### src/rtl/mips_timer.sv
// Memory-mapped down-counter timer: CTRL/PRESET/COUNT registers, irq = irq_flag & IM.
// Writes land at posedge, reads are combinational; irq rises PRESET+2 cycles after EN is set.
module mips_timer #(
  parameter int ADDR_W = 2,
  parameter int CTRL_W = 4
) (
  input  logic              clk,
  input  logic              reset,
  input  logic [ADDR_W-1:0] addr,
  input  logic              we,
  input  logic [31:0]       din,
  output logic [31:0]       dout,
  output logic              irq
);

  typedef enum logic [1:0] {IDLE, LOAD, CNT, INT} state_t;

  state_t            state;
  logic [CTRL_W-1:0] ctrl;
  logic [31:0]       preset;
  logic [31:0]       count;
  logic              irqFlag;

  logic ctrlWr;
  logic presetWr;
  logic autoReload;

  assign ctrlWr     = we && (addr == ADDR_W'(0));
  assign presetWr   = we && (addr == ADDR_W'(1));
  assign autoReload = (ctrl[2:1] == 2'b01);

  // Statement order encodes priority: CPU CTRL write beats the FSM's EN clear,
  // and the FSM's irq_flag set beats the CPU-write clear.
  always_ff @(posedge clk or posedge reset) begin
    if (reset) begin
      state   <= IDLE;
      ctrl    <= '0;
      preset  <= '0;
      count   <= '0;
      irqFlag <= 1'b0;
    end else begin
      if (ctrlWr || presetWr) irqFlag <= 1'b0;
      if (presetWr) preset <= din;

      case (state)
        IDLE: begin
          if (ctrl[0]) state <= LOAD;
        end
        LOAD: begin
          count <= preset;
          state <= CNT;
        end
        CNT: begin
          if (!ctrl[0]) begin
            state <= IDLE;
          end else if (count > 32'd1) begin
            count <= count - 32'd1;
          end else begin
            count   <= '0;
            irqFlag <= 1'b1;
            state   <= INT;
          end
        end
        INT: begin
          if (autoReload) begin
            irqFlag <= 1'b0;
            state   <= LOAD;
          end else begin
            ctrl[0] <= 1'b0;
            state   <= IDLE;
          end
        end
        default: state <= IDLE;
      endcase

      if (ctrlWr) ctrl <= din[CTRL_W-1:0];
    end
  end

  always_comb begin
    dout = '0;
    case (addr)
      ADDR_W'(0): dout = {{(32-CTRL_W){1'b0}}, ctrl};
      ADDR_W'(1): dout = preset;
      ADDR_W'(2): dout = count;
      default:    dout = '0;
    endcase
  end

  assign irq = irqFlag & ctrl[3];

endmodule

### config.mk
export PLATFORM = sky130hd
export DESIGN_NAME = mips_timer
export DESIGN_NICKNAME = d
export VERILOG_FILES = /design/src/rtl/mips_timer.sv
export SDC_FILE = /design/constraint.sdc
export NUM_CORES = 1
export LEC_CHECK = 0
export BUFFER_PORTS_ARGS = -buffer_cell sky130_fd_sc_hd__buf_4
export CAP_MARGIN = 20
export CORE_MARGIN = 3
export CORE_UTILIZATION = 61
export DETAILED_ROUTE_END_ITERATION = 8
export PLACE_DENSITY = 0.86
export SYNTH_ARGS = -nofsm -noshare
export SYNTH_HDL_FRONTEND = slang
export SYNTH_SLANG_ARGS = --single-unit
### constraint.sdc
create_clock -name clk -period 4.2 [get_ports clk]
set_input_delay 0.84 -clock clk [delete_from_list [all_inputs] [get_ports clk]]
set_output_delay 0.84 -clock clk [all_outputs]
set_load 0.005 [all_outputs]
==> results by group <==
Floorplan
  – I/O pins: 70
  – Die Span Y: 87.6 microns
  – Row cnt: 29
  – Die area: 7680 sq um
  – Die W: 87.6 microns
  – Core ar.: 6390 sq um
  – Initial Utilization: 63.7%

Route
  – Routed Antenna Nets: 0
  – DR pass1 iterations: 5
  – # DRC: 0
  – WL/cell: 21.0 microns
  – Drt initial violations: 386
  – Post-Route WL: 11.7 mm
  – Vias: 3,844
  – Vias/cell: 6.91

STA
  – Minimum clock period: 3.12 ns
  – Period utilization: 74.4%
  – Achievable frequency: 0.320 GHz
  – RSZ-0062 raised after global routing: no
  – Fin. Hold Viols: 0
  – Slew Viols, Final: 0
  – Setup TNS: 0 ns
  – Slew margin rel.: 38.1%
  – Slew of the pin with the lowest slew margin: 0.920 ns
  – Setup Skew: 0.00656 ns
  – Endpoints failing setup: 0

Placed design
  – HPWL after DPL: 7.82 mm
  – RD Place Congestion: 0.894
  – # port buffers: 69
  – Dpl cell area: 4670 sq um

Setup path
  – RR Startpoint: count[16]
  – Crit. End Element: primary output
  – Required time of the critical path: 3.36 ns
  – Setup crit start: addr[0]
  – Setup crit start kind: primary input
  – Worst EP arrival: 2.28 ns
  – CP Class: primary input to primary output
  – Critical path peak fanout: 17

Synthesis
  – Syn Area/Cell: 9.87 sq um
  – Count of warnings emitted by yosys: 0
  – Yosys reg bits: 71
  – Main flop type after synthesis: dfrtp_1
  – Top-count cell post-synth: dfrtp_1
  – Syn_nets: 451
  – Post-Synth Adder-Cell Area: 0.616%
  – Distinct cell type count after synthesis: 50
  – Asr flop ratio synth: 100%
  – Yosys top cell area share: 43.7%
  – Largest family of logic cells by synthesized area: compound AO/OA/AOI/OAI gates
  – Number of flops mapped to enable cells by yosys: 0
  – XOR/XNOR share of the synthesized area: 0%
  – Synth area leader: dfrtp_1
  – Seq/Total Area, Yosys: 43.7%
  – Post-synth design cell area: 4070 sq um
  – Mux share of post-synthesis cell area: 11.9%
  – Commonest cells in the synthesized netlist: 71 x dfrtp_1, 35 x mux2_2, 32 x a22o_1, 32 x nand2_1, 24 x clkbuf_1
  – Synth area leaders: dfrtp_1 44%, mux2_2 9.7%, a22o_1 6.9%
  – Compound-Gate Fraction of Synth Area: 21.1%
  – Simple-gate share of the synthesized area: 19.3%
  – Cells after Synth: 412

Global route
  – First-pass GRT wire length: 18.8 mm
  – Initial antenna violation count: 0
  – Gr ovfl total: 0
  – GRT Overall Usage: 31.4%
  – Vias in the first global route: 3,770
  – Largest net degree at the start of global routing: 42

Clock tree
  – CTS Root Cell: clkbuf_8
  – Num CTS Buffers: 9
  – CTS tree: built
  – Cts repair resizes: 0
  – Clk sinks: 71
  – Post-CTS setup buffer count: 0
  – Worst-Skew Late Latency: 0.34 ns
  – Clock transition at the registers of the reported paths: 0.07 ns
  – Max clock buf depth: 2
  – # hold bufs at CTS: 0
  – Htree depth: 3

Cells and area
  – Multi-input gate area: 2170 sq um
  – Share of layout cells above drive strength 1: 29.6%
  – Register Area: 1780 sq um
  – P&R area growth vs syn: 19.2%
  – Fin area: 4850 sq um
  – Nets: 513
  – Number of diodes: 0
  – Fillers: 484

Pwr
  – Total Power: 2.95 mW
  – Max rail drop VDD: 0.428 mV
  – Leak: 2.09 nW
  – Power density over the cells: 608 nW/um^2

Job
  – Max_cap viols: 0

Hold path
  – Worst Hold Launch: preset[25]
  – Hold crit path type: register to register

Run status
  – Status: complete, no violations
-- metrics by stage --
stage	utilization [%]	hold slack [ns]	cells	setup slack, ns
after floorplan	-	0.466	412	1.36
after global placement	73.1	0.505	540	1.16
after detailed placement	73.1	0.515	540	1.11
after CTS	75.9	0.531	556	1.11
after global routing	75.9	0.549	556	0.942
final	75.9	0.533	556	1.08
-- state kept, by name (all words and copies together) (netlist names) --
signal and cells:
count 32, ctrl 4, irqFlag 1, preset 32
state 2
-- power by group --
group          switching [mW]  leakage [nW]  internal (mW)
clock                   0.260        0.0894          0.246
sequential              0.330         0.860          0.913
combinational           0.648          1.14          0.551
total                    1.24          2.09           1.71
-- kinds of logic after synthesis --
family,count (synthesis)
compound gates,115
fa+ha+maj,2
buf+inv,36
flops,71
mux,44
simple gates,144
-- cell usage in the layout (no fill, tap or decap), types with 3 or more instances in the layout --
| cell type | count |
|---|---|
| a211o_1 | 3 |
| a21oi_1 | 9 |
| a221o_1 | 4 |
| a22o_1 | 32 |
| a22oi_1 | 17 |
| a31oi_1 | 3 |
| and2_1 | 3 |
| and3_1 | 4 |
| buf_4 | 81 |
| clkbuf_8 | 11 |
| dfrtp_1 | 71 |
| inv_1 | 4 |
| mux2_2 | 35 |
| mux2i_1 | 9 |
| nand2_1 | 32 |
| nand2b_1 | 5 |
| nand3_1 | 16 |
| nand4_1 | 8 |
| nor2_1 | 18 |
| nor2b_1 | 3 |
| nor2b_2 | 3 |
| nor3_1 | 12 |
| nor4_1 | 8 |
| o211ai_1 | 10 |
| o21ai_0 | 18 |
| o22ai_1 | 3 |
| o31ai_1 | 4 |
| o41ai_1 | 3 |
| or3_1 | 7 |
| or4_1 | 11 |
-- worst max-delay path, cell delays in order --
cell	delay, ns
buf_4	0.12
nor2b_2	0.62
buf_4	0.38
nand2_1	0.08
o21ai_0	0.09
buf_4	0.15
-- final timing paths --
path,endpoint,slack (ns),cells past startpoint
worst max register to register,count[16],1.31,5
max in group asynchronous,count[21],2.60,3
worst min register to register,count[25],0.53,2
worst min-delay path,count[25],0.53,2
min in group asynchronous,preset[5],0.61,2
worst max-delay path,dout[1],1.08,6
-- metal layers --
layer  GRT usage [%]  share of wire, %  up-vias
li1                -                 -     1725
met1            42.4                41     1890
met2            51.6                48      202
met3            5.08               7.9       27
met4            10.7               2.1        0
met5               0                 0        -
-- area by class of cell --
type	instances	area share (%)
sequential	71	36.7
multi-input combinational	305	44.7
tap	77	1.99
timing repair buffer	81	12.5
clock inverter	3	0.361
clock buffer	13	3.28
inverter	6	0.465
(Power assumes the default switching activity.)
